[config.mk]
export PLATFORM = sky130hd
export DESIGN_NAME = keypad_debounce_enc
export DESIGN_NICKNAME = d
export VERILOG_FILES = /design/src/rtl/keypad_debounce_enc.sv
export SDC_FILE = /design/constraint.sdc
export NUM_CORES = 1
export LEC_CHECK = 0
export BUFFER_PORTS_ARGS = -buffer_cell sky130_fd_sc_hd__buf_2
export CAP_MARGIN = 25
export CORE_UTILIZATION = 35
export DETAILED_ROUTE_END_ITERATION = 16
export PLACE_DENSITY_LB_ADDON = 0.05
export SETUP_SLACK_MARGIN = 0.3
export SLEW_MARGIN = 25
export SYNTH_ARGS = -nofsm -noshare
export SYNTH_HDL_FRONTEND = slang
export SYNTH_SLANG_ARGS = --single-unit
[constraint.sdc]
create_clock -name clk -period 5.2 [get_ports clk]
set_input_delay 1.04 -clock clk [delete_from_list [all_inputs] [get_ports clk]]
set_output_delay 1.04 -clock clk [all_outputs]
set_load 0.01 [all_outputs]
[src/rtl/keypad_debounce_enc.sv]
// Keypad front end: two-flop synchroniser, counter-based press/release debounce
// and one-hot to 4-bit digit encoding with single-cycle event pulses.
module keypad_debounce_enc #(
    parameter int DEBOUNCE_CYCLES = 8,
    parameter int CNT_W           = 8
) (
    input  logic       clk,
    input  logic       clear_n,
    input  logic [9:0] key_raw,
    output logic [9:0] key_stable,
    output logic [3:0] digit,
    output logic       key_valid,
    output logic       key_release,
    output logic       multi_err
);

    typedef enum logic [1:0] {
        IDLE      = 2'd0,
        PRESS_DEB = 2'd1,
        HELD      = 2'd2,
        REL_DEB   = 2'd3
    } state_t;

    localparam logic [CNT_W-1:0] CNT_LAST = CNT_W'(DEBOUNCE_CYCLES - 1);
    localparam logic [CNT_W-1:0] CNT_ONE  = CNT_W'(1);

    state_t           state;
    state_t           state_nx;
    logic [9:0]       s1;
    logic [9:0]       s2;
    logic [9:0]       cand;
    logic [9:0]       cand_nx;
    logic [9:0]       stable_nx;
    logic [CNT_W-1:0] cnt;
    logic [CNT_W-1:0] cnt_nx;
    logic [3:0]       digit_nx;
    logic [3:0]       enc;
    logic             valid_nx;
    logic             release_nx;
    logic             multi_nx;
    logic             one_hot;

    always_ff @(posedge clk or negedge clear_n) begin
        if (!clear_n) begin
            s1 <= '0;
            s2 <= '0;
        end else begin
            s1 <= key_raw;
            s2 <= s1;
        end
    end

    // A vector is one-hot when it is non-zero and clearing its lowest set bit leaves nothing.
    assign one_hot = (cand != 10'd0) && ((cand & (cand - 10'd1)) == 10'd0);

    always_comb begin
        enc = 4'd0;
        for (int i = 0; i < 10; i++) begin
            if (cand[i]) begin
                enc = 4'(i);
            end
        end
    end

    always_ff @(posedge clk or negedge clear_n) begin
        if (!clear_n) begin
            state       <= IDLE;
            cand        <= '0;
            cnt         <= '0;
            key_stable  <= '0;
            digit       <= '0;
            key_valid   <= 1'b0;
            key_release <= 1'b0;
            multi_err   <= 1'b0;
        end else begin
            state       <= state_nx;
            cand        <= cand_nx;
            cnt         <= cnt_nx;
            key_stable  <= stable_nx;
            digit       <= digit_nx;
            key_valid   <= valid_nx;
            key_release <= release_nx;
            multi_err   <= multi_nx;
        end
    end

    always_comb begin
        state_nx   = state;
        cand_nx    = cand;
        cnt_nx     = cnt;
        stable_nx  = key_stable;
        digit_nx   = digit;
        valid_nx   = 1'b0;
        release_nx = 1'b0;
        multi_nx   = 1'b0;
        case (state)
            IDLE: begin
                if (s2 != 10'd0) begin
                    cand_nx  = s2;
                    cnt_nx   = CNT_ONE;
                    state_nx = PRESS_DEB;
                end
            end
            PRESS_DEB: begin
                if (s2 == 10'd0) begin
                    state_nx = IDLE;
                end else if (s2 != cand) begin
                    cand_nx = s2;
                    cnt_nx  = CNT_ONE;
                end else if (cnt < CNT_LAST) begin
                    cnt_nx = cnt + CNT_ONE;
                end else begin
                    state_nx  = HELD;
                    stable_nx = cand;
                    if (one_hot) begin
                        digit_nx = enc;
                        valid_nx = 1'b1;
                    end else begin
                        multi_nx = 1'b1;
                    end
                end
            end
            HELD: begin
                if (s2 != cand) begin
                    cnt_nx   = CNT_ONE;
                    state_nx = REL_DEB;
                end
            end
            REL_DEB: begin
                // Any sample that differs from the held key counts toward release.
                if (s2 == cand) begin
                    state_nx = HELD;
                end else if (cnt < CNT_LAST) begin
                    cnt_nx = cnt + CNT_ONE;
                end else begin
                    stable_nx  = 10'd0;
                    release_nx = 1'b1;
                    state_nx   = IDLE;
                end
            end
            default: begin
                state_nx = IDLE;
            end
        endcase
    end

endmodule

==> results of run 1 <==
## stage by stage
| step | worst slack, ns | utilization | total power [mW] | cell area, um2 | instances |
|---|---|---|---|---|---|
| floorplan | 3.145 | - | 0.5040 | 2522 | 202 |
| CTS | 2.604 | 0.4140 | 0.8683 | 2844 | 327 |
| global route | 2.345 | 0.4140 | 0.8946 | 2844 | 327 |
| global placement | 2.696 | 0.3913 | 0.5211 | 2688 | 315 |
| detailed placement | 2.628 | 0.3913 | 0.5222 | 2688 | 315 |
| finish | 2.630 | 0.4140 | 0.8537 | 2844 | 327 |
## cell usage after synthesis, types with 2 or more instances
cell type	instances
dfrtp_1	57
inv_1	15
nand2_1	15
mux2i_1	13
xnor2_1	9
mux2_4	8
nor2_1	8
a21oi_1	6
buf_6	6
nor3_1	5
o21ai_0	5
and2_1	4
nor4_1	3
o21bai_1	3
a21oi_2	2
buf_2	2
buf_4	2
clkbuf_2	2
mux2_2	2
nand2_2	2
nand3_1	2
nand4_1	2
nand4b_1	2
nor4_2	2
nor4_4	2
o31ai_1	2
xor2_1	2
## per-layer routing
layer / track usage / wire, um
met1: 0.1755 / 2121
met2: 0.2226 / 2180
met3: 0.04265 / 166
met4: 0.08182 / 108
met5: 0 / 0
## flip-flops by register name, summed over array words and instances (netlist names)
register and cells:
digit 4, s2 10, cand 10, state 2, key_stable 10, s1 10
key_release 1, multi_err 1, cnt 8, key_valid 1
## worst paths after layout
kind | depth (start not counted) | to | start | slack (ns)
worst max-delay path | 6 | key_stable[0]$_DFFE_PN0P_ | cand[2]$_DFFE_PN0P_ | 2.63
worst min-delay path | 0 | s2[4]$_DFF_PN0_ | s1[4]$_DFF_PN0_ | 0.35
worst max register to register | 6 | key_stable[0]$_DFFE_PN0P_ | cand[2]$_DFFE_PN0P_ | 2.63
worst min register to register | 0 | s2[4]$_DFF_PN0_ | s1[4]$_DFF_PN0_ | 0.35
max in group asynchronous | 2 | key_stable[3]$_DFFE_PN0P_ | clear_n | 3.88
min in group asynchronous | 2 | digit[0]$_DFFE_PN0P_ | clear_n | 0.83
## cell families after synthesis
logic type | Yosys count
AOI/OAI and AO/OA | 29
adders and majority gates | 1
and+or+nand+nor | 54
buffers and inverters | 27
DFF | 57
xor gates and xnor gates | 11
muxes | 23
## report_power, final
group          switching (mW)  internal, mW
Clock                   0.154         0.187
Combinational          0.0209        0.0186
Sequential             0.0178         0.456
## cell type report
class | count | area (um2)
repair buffers | 29 | 147.6
well taps | 96 | 120.1
flip-flops and latches | 57 | 1426
fillers | 684 | 4025
multi-input cells | 118 | 937.1
clock buffers | 11 | 151.4
inverters | 15 | 56.30
clock inverters | 1 | 5.005
## cell usage in the layout (no fill, tap or decap), drive strengths merged, types with 2 or more instances in the layout
cell / n
nor3: 5
mux2i: 13
nand3: 3
nor4: 7
a21oi: 8
nor2: 10
o21bai: 3
nand2: 17
nand4: 2
mux2: 10
o31ai: 2
a211o: 2
nand4b: 2
inv: 15
a2111oi: 2
clkbuf: 11
o21ai: 5
dfrtp: 57
xnor2: 9
xor2: 2
o22a: 2
and2: 4
buf: 29
## critical path: cells and delay by family (launching register included)
family | cells | cell delay (ns)
simple gates | 3 | 0.93
flops | 1 | 0.56
compound gates | 1 | 0.56
mux | 1 | 0.26
xor+xnor | 1 | 0.16
==> results.txt, run 1 <==
Placer Congestion -> 0.7659
post-route ant nets -> 0
register area share after synthesis -> 0.5655
mapped cell area -> 2522 um2
die width -> 86.90 um
ys flop type -> dfrtp_1
PD cells -> 300.2 nW/um2
Slew Viols, Final -> 0
Root Driver -> clkbuf_8
ys async rst share -> 1.000
crit end category -> flop
Starting Density -> 0.3672
CTS Buf Count -> 9
Min Hold Slack -> 0.3468 ns
Vias per Instance -> 4.618
Core Rows -> 30
cts-stage hold buffer count -> 0
Synth Area in XOR/XNOR -> 0.03819
RSZ-0062 raised after global routing -> false
clk_lat worst skew -> 0.33 ns
Remaining DRCs -> 0
Synth Instances -> 202
compound-gate portion of the synthesized area -> 0.08284
drt pass-1 iters -> 4
IO Count -> 29
Post-synth EDFFs -> 0
DIE AREA -> 7551 um2
H-tree lvl count -> 3
Max Clock Freq -> 389.1 MHz
via count -> 1,510
initial antenna violation count -> 0
Critical Path, Cell by Cell -> xnor2_1 > nand4_1 > nor4_4 > nor3_1 > a21oi_2 > mux2i_1
mux cell area share after synthesis -> 0.1081
Clock Skew -> 0.003341 ns
IO buf count -> 28
Rel. slew slack -> 0.4958
layout cells sized above 1 -> 0.2900
worst-path maximum fanout -> 13
Area Overhead vs Synth -> 12.75%
area leader, netlist -> dfrtp_1
GRT overflow -> 0
Slowest Stage Delay on Critical Path -> 0.61 ns
CTS tree -> done
status -> finished clean
GRT Resource Usage Total -> 0.1425
Req. time, crit path -> 5.45 ns
DIE HEIGHT -> 86.90 um
CTS resizes -> 0
pin count of the biggest net entering global routing -> 58
Area contributors post-synth -> dfrtp_1 (57%), mux2i_1 (5.2%), mux2_4 (4.8%)
main combinational cell family by area after synthesis -> simple AND/OR/NAND/NOR gates
Post-CTS Setup Inserts -> 0
Final period util -> 0.4943
final setup violation count -> 0
Synth Register Bits -> 57
core area -> 6869 um2
LEAKAGE -> 1.405 nW
post-synthesis simple-gate area fraction -> 0.1374
DP HPWL -> 3188 um
CTS max path bufs -> 2
min Tclk post-route -> 2.570 ns
layout net count -> 243
total of warnings raised by yosys -> 0
Ant. Diodes -> 0
vias in the first global route -> 1,571
Hold WC Path Type -> reg2reg
maximum vdd drop -> 0.1283 mV
Mapped Avg Cell Area -> 12.49 um2
worst slew pin tran -> 0.7563 ns
global-route wire length before repair -> 7886 um
WL per Instance -> 14.00 um
Arr. time, crit path -> 2.82 ns
TritonCTS Sinks -> 57
adder-cell share of the synthesized area -> 0.004960
Startpoint Class -> flop
Max Cap Viol -> 0
Setup Total Neg Slack -> 0 ns
final hold violation count -> 0
Worst Setup Path Type -> reg2reg
CP max-delay cell -> nor4_4
Synth top area share -> 0.5655
final WL -> 4577 um
Net Count, Synth -> 215
Reg clk slew, reported paths -> 0.06 ns
Initial DRC Count -> 74
Unique masters post-synth -> 46
Note: power is estimated with default switching activity, not from simulation.
==> run 2: changes to the inputs <==
--- a/config.mk
+++ b/config.mk
@@ -5,6 +5,7 @@
 export SDC_FILE = /design/constraint.sdc
 export NUM_CORES = 1
 export LEC_CHECK = 0
+export ABC_AREA = 1
 export BUFFER_PORTS_ARGS = -buffer_cell sky130_fd_sc_hd__buf_2
 export CAP_MARGIN = 25
 export CORE_UTILIZATION = 35
==> constraint.sdc (replaced) <==
create_clock -name clk -period 2.4 [get_ports clk]
set_input_delay 0.48 -clock clk [delete_from_list [all_inputs] [get_ports clk]]
set_output_delay 0.48 -clock clk [all_outputs]
set_load 0.01 [all_outputs]
==> run 2 against run 1 <==
Net effect:
- global-route usage grew 0.87 points
- critical path depth grew 2
- worst setup slack lost 2.1 ns
- routed wire length grew 10%
- sequential share of layout area shrank 3.2 points
- register-to-register slack lost 2.1 ns
- hold slack lost 0.21 ns
- flip-flop and latch count is the same
- highest routed layer unchanged
==> results.txt, run 2 <==
status -> finished clean
TritonCTS Sinks -> 57 (unchanged)
reg-to-reg slack, setup -> 0.52 ns (-2.11 ns)
Slew Viols, Final -> 0 (unchanged)
layout net count -> 359 (+48%)
layout cells sized above 1 -> 0.1880 (-0.1020)
GRT Resource Usage Total -> 0.1513 (+0.008731)
Startpoint Class -> flop
Area contributors post-synth -> dfrtp_1 (55%), nand2_1 (15%), inv_1 (5.8%)
total of warnings raised by yosys -> 0 (unchanged)
Synth Area in XOR/XNOR -> 0.01685 (-0.02134)
Fill cells -> 752 (+9.9%)
vias in the first global route -> 1,851 (+18%)
Setup Total Neg Slack -> 0 ns (unchanged)
Core Rows -> 31 (+3.3%)
Vias per Instance -> 4.369 (-5.4%)
commonest cells after routing, fill and taps aside -> nand2_1 (105), dfrtp_1 (57), inv_1 (40)
IO buf count -> 28 (unchanged)
Register Area -> 1426 um2 (unchanged)
Rel. slew slack -> 0.7493 (+0.2534)
CP max-delay cell -> dfrtp_1
Root Driver -> clkbuf_8
Clock Skew -> 0.006161 ns (+0.002820 ns)
Sw Share -> 0.4108 (+0.1853)
Net Count, Synth -> 325 (+51%)
Initial DRC Count -> 71 (-4.1%)
initial antenna violation count -> 0 (unchanged)
worst-path maximum fanout -> 20 (+7)
Max Clock Freq -> 530.6 MHz (+36%)
Ant. Diodes -> 0 (unchanged)
compound-gate portion of the synthesized area -> 0.06211 (-0.02073)
clock share of power -> 0.242 (-0.157)
Synth top area share -> 0.5489 (-0.01661)
Post-synth top cells -> nand2_1 (105), dfrtp_1 (57), inv_1 (40)
multi-input logic area -> 977.2 um2 (+4.3%)
CTS tree -> done
register share of total power -> 0.416 (-0.139)
Starting Density -> 0.3602 (-0.006998)
area leader, netlist -> dfrtp_1
Gate power share -> 0.341 (+0.295)
Post-synth EDFFs -> 0 (unchanged)
Remaining DRCs -> 0 (unchanged)
Place WS -> 0.3062 ns (-2.322 ns)
DIE HEIGHT -> 88.17 um (+1.5%)
Unique masters post-synth -> 27 (-41%)
CTS max path bufs -> 2 (unchanged)
ys async rst share -> 1.000 (unchanged)
cts-stage hold buffer count -> 0 (unchanged)
maximum vdd drop -> 0.4732 mV (+270%)
Internal -> 2.007 mW (+200%)
adder-cell share of the synthesized area -> 0.004815 (-0.0001457)
DP HPWL -> 3561 um (+12%)
most frequent cell after synthesis -> nand2_1
PD cells -> 1122 nW/um2 (+270%)
CP delay by family, top -> simple AND/OR/NAND/NOR gates
crit end category -> flop
final setup violation count -> 0 (unchanged)
global-route wire length before repair -> 8728 um (+11%)
Max Cap Viol -> 0 (unchanged)
DIE AREA -> 7774 um2 (+3.0%)
mapped cell area -> 2599 um2 (+3.0%)
post-route ant nets -> 0 (unchanged)
buffers plus inverters on the worst setup path -> 1 (+1)
Finished Layout Cells -> 450 (+38%)
worst slew pin tran -> 0.3757 ns (-0.3806 ns)
final hold violation count -> 0 (unchanged)
commonest non-fill, non-tap cell in the layout -> nand2_1
min Tclk post-route -> 1.885 ns (-0.6856 ns)
RSZ-0062 raised after global routing -> false
CP most frequent cell -> nand3_1
IO Count -> 29 (unchanged)
WL per Instance -> 11.24 um (-20%)
die width -> 88.17 um (+1.5%)
GRT overflow -> 0 (unchanged)
Req. time, crit path -> 2.61 ns (-2.84 ns)
clk_lat worst skew -> 0.33 ns (about the same)
pin count of the biggest net entering global routing -> 58 (unchanged)
register area share after synthesis -> 0.5489 (-0.01661)
LEAKAGE -> 1.612 nW (+15%)
Slowest Stage Delay on Critical Path -> 0.40 ns (-0.21 ns)
mux cell area share after synthesis -> 0 (-0.1081)
via count -> 1,966 (+30%)
Synth Instances -> 312 (+54%)
final WL -> 5056 um (+10%)
Net Switching -> 1.400 mW (+630%)
# placed instances -> 434 (+38%)
main combinational cell family by area after synthesis -> simple AND/OR/NAND/NOR gates
RR Endpoint -> key_stable[6]$_DFFE_PN0P_
Critical Path, Cell by Cell -> ha_1 > nand3_1 > nand3_1 > inv_1 > nor2_1 > nand3_2 > nand2_1 > o21ai_1
Area Overhead vs Synth -> 16.85%
Placer Congestion -> 0.8552 (+12%)
CTS resizes -> 1 (+1)
RR Startpoint -> cnt[0]$_DFFE_PN0P_
Synth Register Bits -> 57 (unchanged)
Hold WC Path Type -> in2async
Mapped Avg Cell Area -> 8.329 um2 (-33%)
reg2reg path depth -> 8 (+2)
core area -> 7214 um2 (+5.0%)
final worst slack -> 0.5152 ns (-2.114 ns)
Final period util -> 0.7853 (+0.2910)
Reg clk slew, reported paths -> 0.07 ns (about the same)
drt pass-1 iters -> 4 (unchanged)
Post-CTS Setup Inserts -> 0 (unchanged)
CTS Buf Count -> 9 (unchanged)
H-tree lvl count -> 3 (unchanged)
post-synthesis simple-gate area fraction -> 0.2903 (+0.1529)
Min Hold Slack -> 0.1397 ns (-0.2071 ns)
Worst Setup Path Type -> reg2reg
ys flop type -> dfrtp_1
Arr. time, crit path -> 2.09 ns (-0.73 ns)
## run 2: cell types whose count changed in the layout (fill, tap and decap cells not counted), moves of 6 or more
| cell | change |
|---|---|
| mux2i_1 | -13 |
| xnor2_1 | -6 |
| nor2_1 | +14 |
| inv_1 | +25 |
| nand3_1 | +17 |
| nand2_1 | +90 |
| o21ai_1 | +20 |
| mux2_4 | -8 |
## run 2: power groups by stage
| stage | clock, mW | combinational, mW | sequential [mW] |
|---|---|---|---|
| 2_1_floorplan | 0 | 0.954 | 1.35 |
| 3_3_place_gp | 0 | 1.19 | 1.43 |
| 3_5_place_dp | 0 | 1.18 | 1.44 |
| 4_1_cts | 0.854 | 1.18 | 1.42 |
| 5_1_grt | 0.899 | 1.36 | 1.46 |
| 6_report | 0.826 | 1.16 | 1.42 |
## run 2: worst reg2reg max path, cell delays in order (launching register included)
cell,delay [ns]
dfrtp_1,0.40
ha_1,0.18
nand3_1,0.10
nand3_1,0.18
inv_1,0.15
nor2_1,0.17
nand3_2,0.33
nand2_1,0.17
o21ai_1,0.07
## run 2: through the flow
| step | power, mW | area (um2) | util |
|---|---|---|---|
| 6_report | 3.407 | 3037 | 0.4209 |
| 5_1_grt | 3.716 | 3037 | 0.4209 |
| 4_1_cts | 3.456 | 3037 | 0.4209 |
| 3_5_place_dp | 2.613 | 2850 | 0.3951 |
| 3_3_place_gp | 2.621 | 2850 | 0.3951 |
| 2_1_floorplan | 2.302 | 2599 | - |
## run 2: area by class of cell
class	instances	share of cell area
clock buffers	11	0.04986
clock inverters	5	0.009889
inverters	42	0.05274
multi-input cells	206	0.3218
flip-flops and latches	57	0.4697
well taps	99	0.04079
repair buffers	30	0.05521
## run 2: layer usage
metal / up-vias / track usage / share of wire
met5: - / 0 / 0
met4: 0 / 0.06598 / 0.016
met3: 7 / 0.04807 / 0.036
met1: 886 / 0.2078 / 0.53
li1: 1036 / - / -
met2: 37 / 0.2182 / 0.42
## run 2: cells by family (layout without fill, tap and decap cells)
group / after synthesis / in the layout
and+or+nand+nor: 170 / 170
DFF: 57 / 57
buffers and inverters: 49 / 88
AOI/OAI and AO/OA: 30 / 30
xor gates and xnor gates: 5 / 5
adders and majority gates: 1 / 1
## run 2: how the worst max path moves through the flow
stage          slack [ns]                   endpoint  cells after the start                start
5_1_grt              0.31  key_stable[6]$_DFFE_PN0P_                      8   cnt[0]$_DFFE_PN0P_
3_3_place_gp         0.35  key_stable[1]$_DFFE_PN0P_                      8   cnt[0]$_DFFE_PN0P_
6_report             0.52  key_stable[6]$_DFFE_PN0P_                      8   cnt[0]$_DFFE_PN0P_
2_1_floorplan        0.91        cand[9]$_DFFE_PN0P_                      9  cand[4]$_DFFE_PN0P_
3_5_place_dp         0.31  key_stable[6]$_DFFE_PN0P_                      8   cnt[0]$_DFFE_PN0P_
4_1_cts              0.51  key_stable[6]$_DFFE_PN0P_                      8   cnt[0]$_DFFE_PN0P_
